--- src/rtl/bigram_arbiter_if.sv ---
// rtl/bigram_arbiter_if.sv - requester, SDRAM and owner signals shared by the big-RAM arbiter
interface bigram_arbiter_if;
    logic        cpu_req;
    logic        cpu_we;
    logic [2:0]  cpu_page;
    logic [15:0] cpu_addr;
    logic [7:0]  cpu_wdata;
    logic        cpu_ack;
    logic [7:0]  cpu_rdata;

    logic        vid_req;
    logic [15:0] vid_addr;
    logic        vid_ack;
    logic [7:0]  vid_rdata;

    logic        ldr_req;
    logic [2:0]  ldr_page;
    logic [15:0] ldr_addr;
    logic [7:0]  ldr_wdata;
    logic        ldr_ack;

    logic        mem_req;
    logic        mem_we;
    logic [18:0] mem_addr;
    logic [7:0]  mem_wdata;
    logic [7:0]  mem_rdata;
    logic        mem_done;

    logic [1:0]  owner;

    // Arbiter side: masters the SDRAM port and answers the three requesters.
    modport master (
        input  cpu_req, cpu_we, cpu_page, cpu_addr, cpu_wdata,
        output cpu_ack, cpu_rdata,
        input  vid_req, vid_addr,
        output vid_ack, vid_rdata,
        input  ldr_req, ldr_page, ldr_addr, ldr_wdata,
        output ldr_ack,
        output mem_req, mem_we, mem_addr, mem_wdata,
        input  mem_rdata, mem_done,
        output owner
    );

    modport slave (
        output cpu_req, cpu_we, cpu_page, cpu_addr, cpu_wdata,
        input  cpu_ack, cpu_rdata,
        output vid_req, vid_addr,
        input  vid_ack, vid_rdata,
        output ldr_req, ldr_page, ldr_addr, ldr_wdata,
        input  ldr_ack,
        input  mem_req, mem_we, mem_addr, mem_wdata,
        output mem_rdata, mem_done,
        input  owner
    );
endinterface

--- src/rtl/bigram_arbiter.sv ---
// rtl/bigram_arbiter.sv - video/CPU/loader arbiter for the SDRAM word port; loader path enabled by BIGRAM_LDR_EN
module bigram_arbiter #(
    parameter int STARVE_MAX = 8
) (
    input  logic             clk,
    input  logic             reset,
    bigram_arbiter_if.master bus
);
    typedef enum logic [1:0] {IDLE, ISSUE, WAIT, ACK} state_t;

    localparam logic [1:0] OWN_NONE = 2'd0;
    localparam logic [1:0] OWN_VID  = 2'd1;
    localparam logic [1:0] OWN_CPU  = 2'd2;
    localparam logic [1:0] OWN_LDR  = 2'd3;

    state_t      state, state_nxt;
    logic [1:0]  owner_q;
    logic [1:0]  winner;
    logic        grant;
    logic [18:0] addr_q;
    logic [7:0]  wdata_q;
    logic        we_q;
    logic [7:0]  cpu_rdata_q;
    logic [7:0]  vid_rdata_q;
    logic        ldr_pending;
    logic        ldr_forced;

`ifdef BIGRAM_LDR_EN
    localparam int STARVE_W = $clog2(STARVE_MAX + 1);
    localparam logic [STARVE_W-1:0] STARVE_TOP = STARVE_W'(STARVE_MAX);

    logic [STARVE_W-1:0] starve_cnt;

    assign ldr_pending = bus.ldr_req;
    assign ldr_forced  = bus.ldr_req && (starve_cnt == STARVE_TOP);

    // Counts CPU wins over a waiting loader; any cycle without a loader request forgets the history.
    always_ff @(posedge clk) begin
        if (reset || !bus.ldr_req) begin
            starve_cnt <= '0;
        end else if (grant && winner == OWN_LDR) begin
            starve_cnt <= '0;
        end else if (grant && winner == OWN_CPU && starve_cnt != STARVE_TOP) begin
            starve_cnt <= starve_cnt + STARVE_W'(1);
        end
    end

    assign bus.ldr_ack = (state == ACK) && (owner_q == OWN_LDR);
`else
    logic unused_ldr;
    assign unused_ldr  = ^{bus.ldr_req, bus.ldr_page, bus.ldr_addr, bus.ldr_wdata};
    assign ldr_pending = 1'b0;
    assign ldr_forced  = 1'b0;
    assign bus.ldr_ack = 1'b0;
`endif

    always_ff @(posedge clk) begin
        if (reset) begin
            state <= IDLE;
        end else begin
            state <= state_nxt;
        end
    end

    always_comb begin
        state_nxt = state;
        winner    = OWN_NONE;
        case (state)
            IDLE: begin
                if (bus.vid_req) begin
                    winner = OWN_VID;
                end else if (ldr_forced) begin
                    winner = OWN_LDR;
                end else if (bus.cpu_req) begin
                    winner = OWN_CPU;
                end else if (ldr_pending) begin
                    winner = OWN_LDR;
                end
                if (winner != OWN_NONE) begin
                    state_nxt = ISSUE;
                end
            end
            ISSUE:   state_nxt = WAIT;
            WAIT:    if (bus.mem_done) state_nxt = ACK;
            ACK:     state_nxt = IDLE;
            default: state_nxt = IDLE;
        endcase
    end

    assign grant = (state == IDLE) && (winner != OWN_NONE);

    // Winner's fields are captured once at grant so later requester-side changes cannot leak onto the bus.
    always_ff @(posedge clk) begin
        if (reset) begin
            owner_q     <= OWN_NONE;
            addr_q      <= '0;
            wdata_q     <= '0;
            we_q        <= 1'b0;
            cpu_rdata_q <= '0;
            vid_rdata_q <= '0;
        end else begin
            if (grant) begin
                owner_q <= winner;
                case (winner)
                    OWN_VID: begin
                        addr_q  <= {3'd0, bus.vid_addr};
                        wdata_q <= '0;
                        we_q    <= 1'b0;
                    end
                    OWN_CPU: begin
                        addr_q  <= {bus.cpu_page, bus.cpu_addr};
                        wdata_q <= bus.cpu_wdata;
                        we_q    <= bus.cpu_we;
                    end
`ifdef BIGRAM_LDR_EN
                    OWN_LDR: begin
                        addr_q  <= {bus.ldr_page, bus.ldr_addr};
                        wdata_q <= bus.ldr_wdata;
                        we_q    <= 1'b1;
                    end
`endif
                    default: ;
                endcase
            end
            if (state == WAIT && bus.mem_done) begin
                if (owner_q == OWN_CPU && !we_q) begin
                    cpu_rdata_q <= bus.mem_rdata;
                end
                if (owner_q == OWN_VID) begin
                    vid_rdata_q <= bus.mem_rdata;
                end
            end
            if (state == ACK) begin
                owner_q <= OWN_NONE;
            end
        end
    end

    assign bus.mem_req   = (state == ISSUE) || (state == WAIT);
    assign bus.mem_we    = we_q;
    assign bus.mem_addr  = addr_q;
    assign bus.mem_wdata = wdata_q;
    assign bus.owner     = owner_q;
    assign bus.cpu_ack   = (state == ACK) && (owner_q == OWN_CPU);
    assign bus.vid_ack   = (state == ACK) && (owner_q == OWN_VID);
    assign bus.cpu_rdata = cpu_rdata_q;
    assign bus.vid_rdata = vid_rdata_q;
endmodule

--- src/flat_wrapper.sv ---
// flat-port wrapper written by rule: the top's interface ports become plain ports
module bigram_arbiter_flat 
#(
    parameter int STARVE_MAX = 8
)
  (clk, reset, bus_cpu_req, bus_cpu_we, bus_cpu_page, bus_cpu_addr, bus_cpu_wdata, bus_cpu_ack, bus_cpu_rdata, bus_vid_req, bus_vid_addr, bus_vid_ack, bus_vid_rdata, bus_ldr_req, bus_ldr_page, bus_ldr_addr, bus_ldr_wdata, bus_ldr_ack, bus_mem_req, bus_mem_we, bus_mem_addr, bus_mem_wdata, bus_mem_rdata, bus_mem_done, bus_owner);
  bigram_arbiter_if bus_i ();
  input  logic clk;
  input  logic reset;
  input wire logic [$bits(bus_i.cpu_req)-1:0] bus_cpu_req;
  input wire logic [$bits(bus_i.cpu_we)-1:0] bus_cpu_we;
  input wire logic [$bits(bus_i.cpu_page)-1:0] bus_cpu_page;
  input wire logic [$bits(bus_i.cpu_addr)-1:0] bus_cpu_addr;
  input wire logic [$bits(bus_i.cpu_wdata)-1:0] bus_cpu_wdata;
  output wire logic [$bits(bus_i.cpu_ack)-1:0] bus_cpu_ack;
  output wire logic [$bits(bus_i.cpu_rdata)-1:0] bus_cpu_rdata;
  input wire logic [$bits(bus_i.vid_req)-1:0] bus_vid_req;
  input wire logic [$bits(bus_i.vid_addr)-1:0] bus_vid_addr;
  output wire logic [$bits(bus_i.vid_ack)-1:0] bus_vid_ack;
  output wire logic [$bits(bus_i.vid_rdata)-1:0] bus_vid_rdata;
  input wire logic [$bits(bus_i.ldr_req)-1:0] bus_ldr_req;
  input wire logic [$bits(bus_i.ldr_page)-1:0] bus_ldr_page;
  input wire logic [$bits(bus_i.ldr_addr)-1:0] bus_ldr_addr;
  input wire logic [$bits(bus_i.ldr_wdata)-1:0] bus_ldr_wdata;
  output wire logic [$bits(bus_i.ldr_ack)-1:0] bus_ldr_ack;
  output wire logic [$bits(bus_i.mem_req)-1:0] bus_mem_req;
  output wire logic [$bits(bus_i.mem_we)-1:0] bus_mem_we;
  output wire logic [$bits(bus_i.mem_addr)-1:0] bus_mem_addr;
  output wire logic [$bits(bus_i.mem_wdata)-1:0] bus_mem_wdata;
  input wire logic [$bits(bus_i.mem_rdata)-1:0] bus_mem_rdata;
  input wire logic [$bits(bus_i.mem_done)-1:0] bus_mem_done;
  output wire logic [$bits(bus_i.owner)-1:0] bus_owner;
  assign bus_i.cpu_req = bus_cpu_req;
  assign bus_i.cpu_we = bus_cpu_we;
  assign bus_i.cpu_page = bus_cpu_page;
  assign bus_i.cpu_addr = bus_cpu_addr;
  assign bus_i.cpu_wdata = bus_cpu_wdata;
  assign bus_cpu_ack = bus_i.cpu_ack;
  assign bus_cpu_rdata = bus_i.cpu_rdata;
  assign bus_i.vid_req = bus_vid_req;
  assign bus_i.vid_addr = bus_vid_addr;
  assign bus_vid_ack = bus_i.vid_ack;
  assign bus_vid_rdata = bus_i.vid_rdata;
  assign bus_i.ldr_req = bus_ldr_req;
  assign bus_i.ldr_page = bus_ldr_page;
  assign bus_i.ldr_addr = bus_ldr_addr;
  assign bus_i.ldr_wdata = bus_ldr_wdata;
  assign bus_ldr_ack = bus_i.ldr_ack;
  assign bus_mem_req = bus_i.mem_req;
  assign bus_mem_we = bus_i.mem_we;
  assign bus_mem_addr = bus_i.mem_addr;
  assign bus_mem_wdata = bus_i.mem_wdata;
  assign bus_i.mem_rdata = bus_mem_rdata;
  assign bus_i.mem_done = bus_mem_done;
  assign bus_owner = bus_i.owner;
  bigram_arbiter #(.STARVE_MAX(STARVE_MAX)) u_core (.clk(clk), .reset(reset), .bus(bus_i));
endmodule
--- config.mk ---
export PLATFORM = sky130hd
export DESIGN_NAME = bigram_arbiter_flat
export DESIGN_NICKNAME = d
export VERILOG_FILES = /design/src/rtl/bigram_arbiter_if.sv /design/src/rtl/bigram_arbiter.sv /design/src/flat_wrapper.sv
export SDC_FILE = /design/constraint.sdc
export NUM_CORES = 1
export LEC_CHECK = 0
export BUFFER_PORTS_ARGS = -buffer_cell sky130_fd_sc_hd__buf_4
export CORE_MARGIN = 3
export CORE_UTILIZATION = 30
export CTS_CLUSTER_SIZE = 28
export DETAILED_ROUTE_END_ITERATION = 10
export SLEW_MARGIN = 20
export SYNTH_ARGS = -nofsm -noshare
export SYNTH_HDL_FRONTEND = slang
export SYNTH_SLANG_ARGS = --single-unit
--- constraint.sdc ---
create_clock -name clk -period 1.8 [get_ports clk]
set_input_delay 0.09 -clock clk [delete_from_list [all_inputs] [get_ports clk]]
set_output_delay 0.09 -clock clk [all_outputs]
set_load 0.005 [all_outputs]
======== Yosys cells after proc, flatten, opt, wreduce, memory -nomap -nowiden ========
Index checks and enable logic that the tools add are counted.
cells by class
  equality and inequality tests ........... 9
  muxes and demuxes ....................... 10
  reduce and logical (&&, ||, !) cells .... 16
operator list
  operator            number
  $pmux 19 s2         1
  $pmux 8 s2          1
  $mux 2              6
  $eq 2x2->1 const B  4
  $pmux 2 s4          1
  $reduce_and 2->1    4
  $eq 2x1->1 const B  3
  $reduce_bool 2->1   3
  $logic_and 1x1->1   5
  $logic_not 2->1     1
  $ne 2x1->1 const B  1
  $ne 2x2->1 const B  1
  $pmux 1 s2          1
  $reduce_or 2->1     1
  $logic_not 1->1     1
  $logic_or 1x1->1    1
storage, ports and cells
  register bits ........................... 48
  input bits .............................. 85
  word-level logic and storage cells ...... 42

======== Longest topological paths before layout ========
  depth after elaboration ................. 7
  gate-level depth with buffers ........... 9
  depth with buffers taken out ............ 7

======== Least setup slack after synthesis ========
OpenSTA, ideal clock, no wires.
  kind .................................... reg-to-reg
  start point ............................. register u_core.state[0]
  end point ............................... register u_core.addr_q[0], in the netlist u_core.bus.mem_addr[0]
  setup time .............................. 0.125 ns
  data arrival time ....................... 1.576 ns
  setup slack ............................. 0.099 ns
  stages on the path, launching flop included .. 10
  path buffers ............................ 2
  period minus slack after synthesis ...... 1.701 ns
  cells stage by stage .................... dfxtp_1 -> inv_1 -> ha_1 -> nand2_1 -> ha_1 -> and3b_1 -> buf_6 -> buf_6 -> nor2_1 -> a211oi_2
on the way
  longest elaborated chain between the ends .. 5
  elaborated cells on any way between the ends .. 9
  those cells by class .................... eq/ne: 2; mux: 2; reduce/logical: 5
ends and longest elaborated chain
  what                                                              RTL line                                    text
  start: declaration                                                bigram_arbiter.sv:16                        state_t state, state_nxt;
  start signal: assignment                                          bigram_arbiter.sv:61                        state <= state_nxt;
  $logic_not 2->1 *                                                 bigram_arbiter.sv:68, bigram_arbiter.sv:90
  $mux 2                                                            bigram_arbiter.sv:68                        case (state)
  $eq 2x1->1, or another cell as far along                          bigram_arbiter.sv:104                       case (winner)
  $reduce_bool 2->1 (no line) or $logic_and 1x1->1 (tied branches)  -
  $reduce_and 2->1 (no line)                                        -
  end signal: assignment                                            bigram_arbiter.sv:106                       addr_q <= {3'd0, bus.vid_addr};
  end signal: assignment                                            bigram_arbiter.sv:111                       addr_q <= {bus.cpu_page, bus.cpu_addr};
  end: declaration                                                  bigram_arbiter.sv:20                        logic [18:0] addr_q;
Every way passes the cells marked *; elsewhere a longest branch is shown, timed or not.
A chain may end at the register's enable or synchronous reset.

======== Worst setup path after layout ========
  start point ............................. register u_core.state[0]
  end point ............................... register u_core.addr_q[3], in the netlist u_core.bus.mem_addr[3]
Same word-level chain as after synthesis.

==> flow_summary.yaml <==
run_status:
  status: "completed"
critical_path:
  start_kind: "flip-flop"
  ff2ff_setup_slack_ps: 80
  setup.worst_path.class: "reg2reg"
  worst_r2r_endpoint: "u_core.bus.mem_addr[3]$_SDFFE_PP0P_"
  required_ps: 2030
  end_kind: "flip-flop"
  crit_fanout: 6
  r2r_start: "u_core.state[0]$_SDFFE_PP0P_"
  r2r_cells: 8
  critPathArrivalTime_ps: 1950
  critPathLaunch: "u_core.state[0]$_SDFFE_PP0P_"
power:
  p_leak_nw: 1.41
  power_w: 0.00361
  ir_drop_mv: 0.583
  powerDensity_nw_per_um2: 1100
cts:
  cts_hold_buf: 0
  clock_latency_ps: 310
  clock-sinks: 48
  cts_root_buf: "clkbuf_8"
  h-tree-depth: 2
  cts_made_buffers: 5
  path_clk_slew_ps: 90
  cts_tree: "built"
  cts_max_path_buffers: 2
die:
  core_area_sq_um: 6980
  die_w_microns: 91.8
  rows: 30
  die_area_sq_um: 8430
  initial_core_util_pct: 31.6
  fp.dieH_microns: 91.8
  io_pins: 135
sta:
  min_period_over_period_pct: 95.4
  finalHoldViolCount: 0
  holdWs_ps: 26.8
  tightestPinTransition_ps: 592
  min_period_ps: 1720
  fin_setup_tns_ps: 0
  fmax_ghz: 0.582
  finalMaxSlewViolations: 0
  setup-violations-final: 0
  clock_skew_ps: 7.86
  slew_headroom_pct: 60.5
  fin_ws_ps: 82.7
synthesis:
  synth_top_cell_by_area: "dfxtp_1"
  ys_seq_area_share_pct: 43.5
  synthMuxAreaShare_pct: 4.53
  syn_inst: 249
  synth_compound_area_share_pct: 18.0
  avgSynthCellArea_sq_um: 8.87
  yosys.area_share.xor_xnor_pct: 0
  syn_nets: 339
  synth_cell_type_count: 29
  synth_top_family_by_area: "simple AND/OR/NAND/NOR gates"
  synth-seq-cells: 48
  syn_area_sq_um: 2210
  synthSimpleGateAreaFrac_pct: 24.6
  yosys_warnings: 0
  yosys-top-cells-area: "dfxtp_1, nand2_1, a21oi_1"
  synth_fa_ha_area_share_pct: 2.83
  synth_top_area_share_pct: 43.5
routing:
  post_drt_via_cell_ratio: 4.62
  drt_iter0_drc: 68
  drt-total-wl_microns: 6100
  drc: 0
  vias: 2087
  wire_per_inst_microns: 13.5
  drtPass1Iterations: 4
  postRouteAntennaNets: 0
flow_run:
  maxCapViolCount: 0
hold_path:
  min_to: "u_core.bus.mem_addr[5]$_SDFFE_PP0P_"
  hp-class: "in2reg"
  hold_start: "bus_vid_addr[5]"
  holdPathStages: 3
global_route:
  grt_start_max_net_pins: 58
  grt_pass1_vias: 2016
  grt_usage_pct: 14.2
  antenna_found_initial: 0
  grt_first_pass_wirelength_microns: 9770
  overflow: 0
cells_and_area:
  multiInputGateArea_sq_um: 1140
  drive_above_1_share_pct: 42.4
  diodes: 0
  n_fill_cell: 743
  layout.nets: 445
  areaGrowthSynthToFinish_pct: 48.6
  area.sequential_sq_um: 962
  final_util_pct: 47.0
place:
  gp_congestion: 0.738
  post-place-ws_ps: 53.0
  place_hpwl_microns: 4280
  port_buffers: 105
## metrics by stage
step / area (sq um) / cells
after floorplan: 2210 / 249
after global placement: 3050 / 440
after detailed placement: 3050 / 440
after CTS: 3170 / 448
after global routing: 3280 / 452
final: 3280 / 452
## state kept, by name (all words and copies together) (netlist names)
signal,cells
u_core.bus.mem_wdata,8
u_core.state,2
u_core.bus.owner,2
u_core.bus.mem_we,1
u_core.bus.mem_addr,19
u_core.bus.cpu_rdata,8
u_core.bus.vid_rdata,8
## cells in the final DEF (no fill, tap or decap), types with 3 or more instances in the layout
master    instances
a211oi_1          9
a211oi_2          8
a21oi_1          29
a21oi_2           8
and3b_1           3
buf_4           111
clkbuf_8          5
dfxtp_1          47
ha_1              3
mux2i_1          10
nand2_1          44
nand2b_1         19
nand3_1          13
nor2_1           17
## critical path: stages, from the launching register on
cell and delay, ps:
dfxtp_2 340, inv_2 80, ha_4 150, nand2_2 70, ha_4 270, and3b_2 310
clkbuf_16 190, nor2_1 50, a211oi_2 190
## Yosys cell counts
cell       n
a211oi_1   9
a211oi_2   8
a21boi_1   1
a21oi_1   29
a21oi_2    8
and3b_1    4
and4b_1    1
buf_1      1
buf_12     1
buf_2      3
buf_4      4
buf_6      4
clkbuf_1   4
conb_1     1
dfxtp_1   48
ha_1       5
inv_1      3
mux2i_1   10
nand2_1   46
nand2b_1  19
nand3_1   13
nand3b_2   2
nand4b_1   2
nor2_1    17
nor2_4     1
nor2b_1    2
nor3_1     1
o21a_1     1
or3b_1     1
## worst max-delay path by stage
stage          slack [ps]                                   end
4_1_cts                20   u_core.bus.mem_addr[3]$_SDFFE_PP0P_
2_1_floorplan         100   u_core.bus.mem_addr[0]$_SDFFE_PP0P_
6_report               80   u_core.bus.mem_addr[3]$_SDFFE_PP0P_
3_3_place_gp          100   u_core.bus.mem_addr[7]$_SDFFE_PP0P_
5_1_grt                -7  u_core.bus.mem_wdata[1]$_SDFFE_PP0P_
3_5_place_dp           50   u_core.bus.mem_addr[3]$_SDFFE_PP0P_
## metal layers
metal	vias to the layer above	GRT usage (%)	routed length (microns)
met5	-	0	0
met1	968	17.5	2680
met4	0	4.83	82
met2	56	24.5	2980
li1	1057	-	-
met3	6	3.20	356
## area by class of cell
class                           instances  area share (%)
Inverter                                3           0.343
Tap cell                               96            3.66
Multi-Input combinational cell        181            34.7
Timing Repair Buffer                  116            28.4
Clock inverter                          3            1.45
Clock buffer                            5            2.10
Sequential cell                        48            29.3
## power breakdown
| part | internal [W] | switching (W) |
|---|---|---|
| logic | 0.000776 | 0.000715 |
| clock network | 0.000419 | 0.000392 |
| registers | 0.00121 | 0.0000893 |
| total | 0.00241 | 0.00120 |
## cells by family after synthesis
kind of cell | after synthesis
AND/OR/NAND/NOR | 109
AO/OA/AOI/OAI | 56
flip-flops | 48
buffers and inverters | 20
multiplexers | 10
adder cells (fa/ha/maj) | 5
other | 1
## timing repair
item / in CTS / in global routing
setup buffers: 0 / 2
resized for setup: 0 / 13
setup endpoints to repair: 0 / 28
Note: power is estimated with default switching activity, not from simulation.
